--- src/rtl/io_pattern_engine.sv ---
// Pad-level bring-up engine for the user I/O ring.
// Generates counter, walking-one and PRBS patterns, or loops the bidirectional bus back and checks its PRBS stream.
module io_pattern_engine #(
    parameter int               WIDTH = 8,
    parameter logic [WIDTH-1:0] TAPS  = 8'hB8,
    parameter int               DIV_W = 8
) (
    input  logic             clk,
    input  logic             rst,
    input  logic             en,
    input  logic [1:0]       mode,
    input  logic [DIV_W-1:0] step_div,
    input  logic             chk_clr,
    input  logic [WIDTH-1:0] bi_in,
    output logic [WIDTH-1:0] out_data,
    output logic [WIDTH-1:0] bi_out,
    output logic [WIDTH-1:0] bi_oe,
    output logic             lock,
    output logic [7:0]       err_count
);

    typedef enum logic [1:0] {
        MODE_CNT  = 2'b00,
        MODE_WALK = 2'b01,
        MODE_PRBS = 2'b10,
        MODE_LOOP = 2'b11
    } mode_e;

    localparam int CW = 2 * WIDTH;
    localparam logic [WIDTH-1:0] ONE_W = {{(WIDTH-1){1'b0}}, 1'b1};

    logic [DIV_W-1:0] prescCnt_q, prescCnt_d;
    logic [CW-1:0]    cnt_q, cnt_d;
    logic [WIDTH-1:0] walk_q, walk_d;
    logic [WIDTH-1:0] lfsr_q, lfsr_d;
    logic [WIDTH-1:0] outData_q, outData_d;
    logic [WIDTH-1:0] biOut_q, biOut_d;
    logic [WIDTH-1:0] biOe_q, biOe_d;
    logic [1:0]       modeSeen_q, modeSeen_d;
    logic [WIDTH-1:0] prevSample_q, prevSample_d;
    logic             seeded_q, seeded_d;
    logic             lock_q, lock_d;
    logic             armed_q, armed_d;
    logic [2:0]       matchRun_q, matchRun_d;
    logic [2:0]       missRun_q, missRun_d;
    logic [7:0]       errCount_q, errCount_d;
    logic             tick;
    logic             modeChanged;
    mode_e            modeSel;

    // An all-zero state would lock the LFSR up, so it is forced back to 1.
    function automatic logic [WIDTH-1:0] lfsrStep(input logic [WIDTH-1:0] s);
        if (s == '0) begin
            return ONE_W;
        end
        return (s >> 1) ^ (s[0] ? TAPS : '0);
    endfunction

    assign modeSel = mode_e'(mode);
    assign tick    = en && (prescCnt_q == step_div);

    always_comb begin
        prescCnt_d = prescCnt_q;
        cnt_d      = cnt_q;
        walk_d     = walk_q;
        lfsr_d     = lfsr_q;
        if (en) begin
            prescCnt_d = tick ? '0 : prescCnt_q + DIV_W'(1);
        end
        if (tick) begin
            cnt_d  = cnt_q + CW'(1);
            walk_d = {walk_q[WIDTH-2:0], walk_q[WIDTH-1]};
            lfsr_d = lfsrStep(lfsr_q);
        end
    end

    always_comb begin
        outData_d = outData_q;
        biOut_d   = biOut_q;
        biOe_d    = biOe_q;
        if (en) begin
            case (modeSel)
                MODE_CNT: begin
                    outData_d = cnt_q[WIDTH-1:0];
                    biOut_d   = cnt_q[CW-1:WIDTH];
                    biOe_d    = '1;
                end
                MODE_WALK: begin
                    outData_d = walk_q;
                    biOut_d   = ~walk_q;
                    biOe_d    = '1;
                end
                MODE_PRBS: begin
                    outData_d = lfsr_q;
                    biOut_d   = lfsr_q;
                    biOe_d    = '1;
                end
                default: begin
                    outData_d = bi_in;
                    biOut_d   = '0;
                    biOe_d    = '0;
                end
            endcase
        end
    end

    // A mode change resets the checker; a tick on that same edge in loopback becomes the seed sample.
    always_comb begin
        modeChanged  = en && (mode != modeSeen_q);
        modeSeen_d   = en ? mode : modeSeen_q;
        prevSample_d = prevSample_q;
        seeded_d     = seeded_q;
        lock_d       = lock_q;
        armed_d      = armed_q;
        matchRun_d   = matchRun_q;
        missRun_d    = missRun_q;
        errCount_d   = errCount_q;
        if (modeChanged) begin
            seeded_d   = 1'b0;
            lock_d     = 1'b0;
            armed_d    = 1'b0;
            matchRun_d = '0;
            missRun_d  = '0;
        end
        if (tick && (modeSel == MODE_LOOP)) begin
            prevSample_d = bi_in;
            if (!seeded_d) begin
                seeded_d = 1'b1;
            end else if ((bi_in != '0) && (bi_in == lfsrStep(prevSample_q))) begin
                missRun_d = '0;
                if (matchRun_d != 3'd4) begin
                    matchRun_d = matchRun_d + 3'd1;
                end
                if (matchRun_d == 3'd4) begin
                    lock_d  = 1'b1;
                    armed_d = 1'b1;
                end
            end else begin
                matchRun_d = '0;
                if (missRun_d != 3'd4) begin
                    missRun_d = missRun_d + 3'd1;
                end
                if (missRun_d == 3'd4) begin
                    lock_d = 1'b0;
                end
                if (armed_d && (errCount_q != 8'hFF)) begin
                    errCount_d = errCount_q + 8'd1;
                end
            end
        end
        if (en && chk_clr) begin
            errCount_d = '0;
            armed_d    = 1'b0;
        end
    end

    always_ff @(posedge clk) begin
        if (rst) begin
            prescCnt_q   <= '0;
            cnt_q        <= '0;
            walk_q       <= ONE_W;
            lfsr_q       <= ONE_W;
            outData_q    <= '0;
            biOut_q      <= '0;
            biOe_q       <= '0;
            modeSeen_q   <= '0;
            prevSample_q <= '0;
            seeded_q     <= 1'b0;
            lock_q       <= 1'b0;
            armed_q      <= 1'b0;
            matchRun_q   <= '0;
            missRun_q    <= '0;
            errCount_q   <= '0;
        end else begin
            prescCnt_q   <= prescCnt_d;
            cnt_q        <= cnt_d;
            walk_q       <= walk_d;
            lfsr_q       <= lfsr_d;
            outData_q    <= outData_d;
            biOut_q      <= biOut_d;
            biOe_q       <= biOe_d;
            modeSeen_q   <= modeSeen_d;
            prevSample_q <= prevSample_d;
            seeded_q     <= seeded_d;
            lock_q       <= lock_d;
            armed_q      <= armed_d;
            matchRun_q   <= matchRun_d;
            missRun_q    <= missRun_d;
            errCount_q   <= errCount_d;
        end
    end

    assign out_data  = outData_q;
    assign bi_out    = biOut_q;
    assign bi_oe     = biOe_q;
    assign lock      = lock_q;
    assign err_count = errCount_q;

endmodule

--- config.mk ---
export PLATFORM = sky130hd
export DESIGN_NAME = io_pattern_engine
export DESIGN_NICKNAME = d
export VERILOG_FILES = /design/src/rtl/io_pattern_engine.sv
export SDC_FILE = /design/constraint.sdc
export NUM_CORES = 1
export LEC_CHECK = 0
export CORE_MARGIN = 8
export CORE_UTILIZATION = 55
export DETAILED_ROUTE_END_ITERATION = 12
export GPL_TIMING_DRIVEN = 1
export PLACE_DENSITY_LB_ADDON = 0.05
export SETUP_SLACK_MARGIN = 0.5
export SLEW_MARGIN = 20
export SYNTH_ARGS = -nofsm -noshare
export SYNTH_HDL_FRONTEND = slang
export SYNTH_SLANG_ARGS = --single-unit
--- constraint.sdc ---
create_clock -name clk -period 3.12 [get_ports clk]
set_input_delay 0.468 -clock clk [delete_from_list [all_inputs] [get_ports clk]]
set_output_delay 0.468 -clock clk [all_outputs]
set_load 0.01 [all_outputs]
* Yosys cells after proc, flatten, opt, wreduce, memory -nomap -nowiden
Index checks and enable logic that the tools add are counted.
** Operators by class
- Bitwise logic cells :: 4
- Reduce and logical (&&, ||, !) cells :: 13
- Add/subtract/negate cells :: 5
- Multiplexer cells :: 46
- Equality and inequality tests :: 11
** Operator list (count)
- two-way mux 8 bit :: 10
- two-way mux 3 bit :: 16
- case mux 8 bit (3 select lines) :: 2
- two-way mux 1 bit :: 18
- adder 16 x 1 -> 16 bit, second input constant :: 1
- adder 8 x 1 -> 8 bit, second input constant :: 2
- == test 8 bit :: 2
- zero test 8 bit :: 2
- XOR 7 x 8 -> 8 bit :: 2
- inequality test 8 bit, second input constant :: 1
- inverter 8 bit :: 1
- nonzero test 8 bit :: 1
- adder 3 x 1 -> 3 bit, second input constant :: 2
- == test 3 bit, second input constant :: 2
- logical AND 1 bit :: 6
- inequality test 3 bit, second input constant :: 2
- == test 2 bit, second input constant :: 2
- AND reduction 4 bit :: 1
- OR reduction 3 bit :: 1
- == test 2 x 1 -> 1 bit, second input constant :: 1
- zero test 2 bit :: 1
- inequality test 2 bit :: 1
- OR reduction 2 bit :: 1
- inverter 1 bit :: 1
** Word-level totals
- Word-level logic and storage cells :: 94
- Output and inout bits :: 33
- Flip-flop bits (word level) :: 91
- Input bits :: 22

* Longest topological paths before layout
- Word-level depth :: 18
- Mapped depth :: 11
- Gate-level depth less buffers :: 11

* Least setup slack after synthesis
No wires, ideal clock.
- Path type :: input to register
- Start :: input mode[1]
- End :: register lock_q, in the netlist lock
- Slack :: 0.804 ns
- Stages on the path :: 9
- Setup time :: 0.086 ns
- Arrival time :: 2.231 ns
- Path buffers :: 1
- Data required time :: 3.034 ns
- Path through :: xor2_1 > o21ai_1 > clkbuf_1 > and2_1 > ha_1 > nor2_1 > a211oi_1 > nand3_2 > a211oi_1
** On the way
- Longest elaborated chain between the ends :: 13
- Elaborated cells on any way between the ends :: 27
- Those cells by class :: add/sub (2); eq/ne (6); mux (17); reduce/logical (2)
** RTL lines
- start, declared :: line 11 : input logic [1:0] mode,
- inequality test 2 bit :: line 109 : modeChanged = en && (mode != modeSeen_q);
- logical AND 1 bit :: line 109
- two-way mux 3 bit :: line 118 : if (modeChanged) begin
- adder 3 x 1 -> 3 bit (tied with other cells) :: line 141 : missRun_d = missRun_d + 3'd1;
- two-way mux 3 bit (on tied branches) :: line 140, 131
- two-way mux 3 bit :: line 129 : end else if ((bi_in != '0) && (bi_in == lfsrStep(prevSample_q))) begin
- two-way mux 3 bit :: line 127 : if (!seeded_d) begin
- two-way mux 3 bit :: line 125 : if (tick && (modeSel == MODE_LOOP)) begin
- == test 3 bit (on tied branches) :: line 143, 134
- two-way mux 1 bit (on tied branches) :: line 143, 134
- two-way mux 1 bit :: line 129
- two-way mux 1 bit :: line 127
- two-way mux 1 bit (*) :: line 125
- end signal, assigned :: line 185 : lock_q <= lock_d;
- end, declared :: line 42 : logic lock_q, lock_d;
Mark *: on every way between the ends. The rest lies on a longest branch, timed or not. The select of a mux whose other input is x is not followed.
A chain may end at the register's enable or synchronous reset.

* Worst setup path in the final report
Ends and elaborated chain as after synthesis.

==> impl.org <==
** Status
- The flow ran to the end, and the final reports show no timing, DRC or antenna violations.

** Floorplanning
- For this configuration, the core starts out at a cell density of 0.5579.
- Height of the die :: 103.6 um
- Area enclosed by the die boundary :: ~0.011 mm2
- Die Wd :: between 100 and 150 um
- During I/O placement, the number of pins put on the boundary was 55.
- The core region is between 0.007 and 0.008 mm2.
- Number of standard-cell rows in the floorplan :: 32

** Synth
- After synthesis, the netlist uses 53 different library cells.
- Yosys mapped a number of flops with a built-in enable equal to 0.
- Most instantiated library cell after synthesis :: sky130_fd_sc_hd__dfxtp_1
- Synthesis inferred 84 register bits.
- For this run, asynchronously set or reset flops after synthesis account for 0.
- Synthesized Nets :: 496
- Library cell with the largest summed area after synthesis :: sky130_fd_sc_hd__dfxtp_1
- The share of synthesized area in the top cell type comes to 0.3983.
- The synthesized netlist occupies a cell area of about 0.0042 mm2.
- By area the synthesized netlist is led by sky130_fd_sc_hd__dfxtp_1, sky130_fd_sc_hd__mux2i_1, sky130_fd_sc_hd__nor2_1.
- Counting instances in the post-synthesis netlist gives the leading cell types as sky130_fd_sc_hd__dfxtp_1, sky130_fd_sc_hd__nor2_1, sky130_fd_sc_hd__mux2i_1, sky130_fd_sc_hd__nand2_1, sky130_fd_sc_hd__o21ai_0.
- After technology mapping, the gate count stands at approximately 470.
- YS warnings :: 0
- Share of synthesized area occupied by flip-flops and latches :: 0.3983
- Avg Synthesized Cell Area :: between 9 and 10 um2
- Flip-flop cell with the highest count after synthesis :: sky130_fd_sc_hd__dfxtp_1

** Route
- Detailed-route DRC error count :: 0
- WL final :: about 10000 um
- Number of vias in the routed layout :: around 3500
- Number of iterations in the first detailed-routing pass :: 4
- After detailed routing, the average wire length per cell comes to about 16 um.
- Routed via count divided by cell count :: approximately 5.7
- Starting DRC count in detailed routing :: 201
- Antenna Violating Nets Remaining :: 0

** Global route
- Overall routing resource usage :: 0.1860
- Number of global-route vias before repair :: ~3500
- Wire length of the first global-routing pass :: between 15000 and 20000 um
- The number of antenna violations at the first check in global routing came to 0.
- Largest net degree at the start of global routing :: 44
- Global routing finished with a remaining overflow of 0.

** CTS
- Clock-pin slew was measured on the worst setup and hold paths at ~0.080 ns.
- Counting the buffers created by CTS gives 9.
- The tree is rooted in a sky130_fd_sc_hd__clkbuf_8.
- CTS tree :: yes
- Maximum buffer depth of the clock tree :: 2
- Clock latency on the worst-skew pair, taken at its later pin, is 0.35 ns.
- The H-tree was split into 3 levels.
- CTS sink count :: 84
- CTS hold repair buffers :: 0

** Power and ir drop
- The share of total power dissipated in the clock network is 0.355.
- For this design the static power due to leakage is about 1.8 nW.
- Post-route total power :: 2.009 mW
- The internal portion of the total power is 1.509 mW.
- Dividing total power by cell area gives a power density of about 400 mW/mm2.
- The share of total power dissipated in combinational logic is 0.099.
- Switching share of power :: 0.2492
- IR analysis of the VDD net gives a maximum drop of between 0.2 and 0.3 mV.
- The analysis attributes to net switching a power of around 500 uW.
- Sequential Power Share :: 0.546

** Timing
- Count of final hold-check violations :: 0
- Of the available clock period, the critical path in the final layout requires 0.7877.
- Based on the critical path, the design can be clocked at up to between 400 and 500 MHz.
- Number of max-slew violations in the final report :: 0
- Worst clock skew on the final layout :: about 0.0086 ns
- At the pin with the least slew margin, the transition time is a little under 0.8 ns.
- Total negative slack for setup checks :: 0 ns
- RSZ-0062 raised after global routing :: yes
- The worst path in the final design needs a cycle of approximately 2.5 ns, including I/O delays and setup.
- The worst pin sits at a relative slew slack of 0.4874.
- Setup violators final :: 0

** Layout
- Final #Nets :: 540
- Of the cells placed in the final design, the portion with a size suffix greater than 1 is 0.08932.
- 0 antenna diodes ended up in the layout.
- From synthesis to final layout, the design area changed by 18.55%.

** Worst setup path
- Register-to-register setup slack :: approximately 0.85 ns
- Biggest fanout along the worst timing path :: 16
- Required time worst endpoint :: between 3 and 4 ns
- For this design, the slowest cell found on the critical path is sky130_fd_sc_hd__clkdlybuf4s50_1.
- The setup path with the least slack is of type in2reg.
- In this run the worst setup path begins at mode[1].
- The startpoint identified for the worst register-to-register timing path is prescCnt_q[3]$_SDFFE_PP0P_.
- Type of destination of the critical path :: register
- Data on the critical path arrives at its endpoint at 2.73 ns.
- Kind of start point of the critical path :: input port
- Series of cell instances along the critical path :: clkdlybuf4s50_1 > xor2_1 > o21ai_1 > buf_4 > nand2_1 > inv_1 > ha_1 > nand2_1 > o31ai_1 > a211oi_1 > nand3_2 > a211oi_1
- Crit path largest cell delay :: 0.53 ns

** Worst hold path
- Class of the tightest hold or removal check :: reg2reg
- The startpoint identified for the worst hold timing path is armed_q$_SDFF_PP0_.

** Placed design
- Number of buffer cells added on primary ports :: 54
- HPWL reported at the end of detailed placement :: around 7200 um
- Routability-driven placement finished with a final weighted congestion of 0.8414.

** Job
- Count of max-cap constraint violations :: 0
[critical path, delay by kind of cell]
family | cells | cell delay, ns
compound gates | 4 | 0.71
xor+xnor | 1 | 0.19
fa+ha+maj | 1 | 0.25
buf+inv | 3 | 0.79
simple gates | 3 | 0.31
[cells in the final DEF (no fill, tap or decap), types with 9 or more instances in the layout]
cell type and count:
sky130_fd_sc_hd__nor3_1 9, sky130_fd_sc_hd__or3_1 9, sky130_fd_sc_hd__xor2_1 20, sky130_fd_sc_hd__o21ai_0 23
sky130_fd_sc_hd__nand2_1 23, sky130_fd_sc_hd__nand3_1 19, sky130_fd_sc_hd__buf_4 11, sky130_fd_sc_hd__dfxtp_1 84
sky130_fd_sc_hd__a21oi_1 22, sky130_fd_sc_hd__clkbuf_8 11, sky130_fd_sc_hd__nor2_1 59, sky130_fd_sc_hd__clkdlybuf4s50_1 53
sky130_fd_sc_hd__xnor2_1 15, sky130_fd_sc_hd__mux2i_1 38, sky130_fd_sc_hd__inv_1 11
[flip-flops by register name, summed over array words and instances (netlist names)]
name	flops
prevSample_q	8
lock	1
matchRun_q	3
bi_out	8
modeSeen_q	2
missRun_q	3
cnt_q	16
bi_oe	1
seeded_q	1
out_data	8
prescCnt_q	8
walk_q	8
armed_q	1
err_count	8
lfsr_q	8
[path summary, 6_finish.rpt]
path                                               end  cells past startpoint
worst min-delay path                armed_q$_SDFF_PP0_                      2
worst min register to register      armed_q$_SDFF_PP0_                      2
worst max register to register  cnt_q[12]$_SDFFE_PP0P_                      6
worst max-delay path                   lock$_SDFF_PP0_                     12
[timing repair]
item / 4_1_cts / 5_1_grt
gates resized for setup: 0 / 2
setup endpoints to repair: 0 / 6
buffers inserted: 0 / 1
[layout make-up]
cell class / count / area, um2
timing repair buffer: 67 / 640.6
tap: 102 / 127.6
multi-input combinational: 338 / 2337
inverter: 11 / 41.29
fill: 617 / 2562
clock inverter: 4 / 25.02
sequential: 84 / 1682
clock buffer: 11 / 151.4
[power groups by stage]
stage	Sequential [mW]	Clock (mW)	Combinational [mW]
6_report	1.10	0.713	0.198
5_1_grt	1.10	0.771	0.214
3_3_place_gp	1.12	0	0.197
3_5_place_dp	1.12	0	0.198
4_1_cts	1.10	0.728	0.199
2_1_floorplan	1.13	0	0.106
[per-stage QoR]
| stage | util | hold WS, ns | setup WS [ns] | cells | cell area [um2] |
|---|---|---|---|---|---|
| 2_1_floorplan | - | 0.4329 | 0.8038 | 467 | 4222 |
| 3_3_place_gp | 0.6361 | 0.4581 | 0.2533 | 601 | 4813 |
| 3_5_place_dp | 0.6361 | 0.4587 | 0.2312 | 601 | 4813 |
| 4_1_cts | 0.6594 | 0.4695 | 0.5729 | 616 | 4990 |
| 5_1_grt | 0.6614 | 0.4899 | 0.4842 | 617 | 5005 |
| 6_report | 0.6614 | 0.4638 | 0.6624 | 617 | 5005 |
[per-layer routing]
metal / wire, um / track usage
met1: 4412 / 0.2270
met2: 4866 / 0.3103
met5: 0 / 0
met3: 484 / 0.04523
met4: 176 / 0.06611
[cells by family after synthesis]
family	synth area share
AOI/OAI and AO/OA	0.1257
xor gates and xnor gates	0.07262
adders and majority gates	0.02075
buffers and inverters	0.04920
DFF	0.3983
muxes	0.1328
and+or+nand+nor	0.2007
Note: power is estimated with default switching activity, not from simulation.
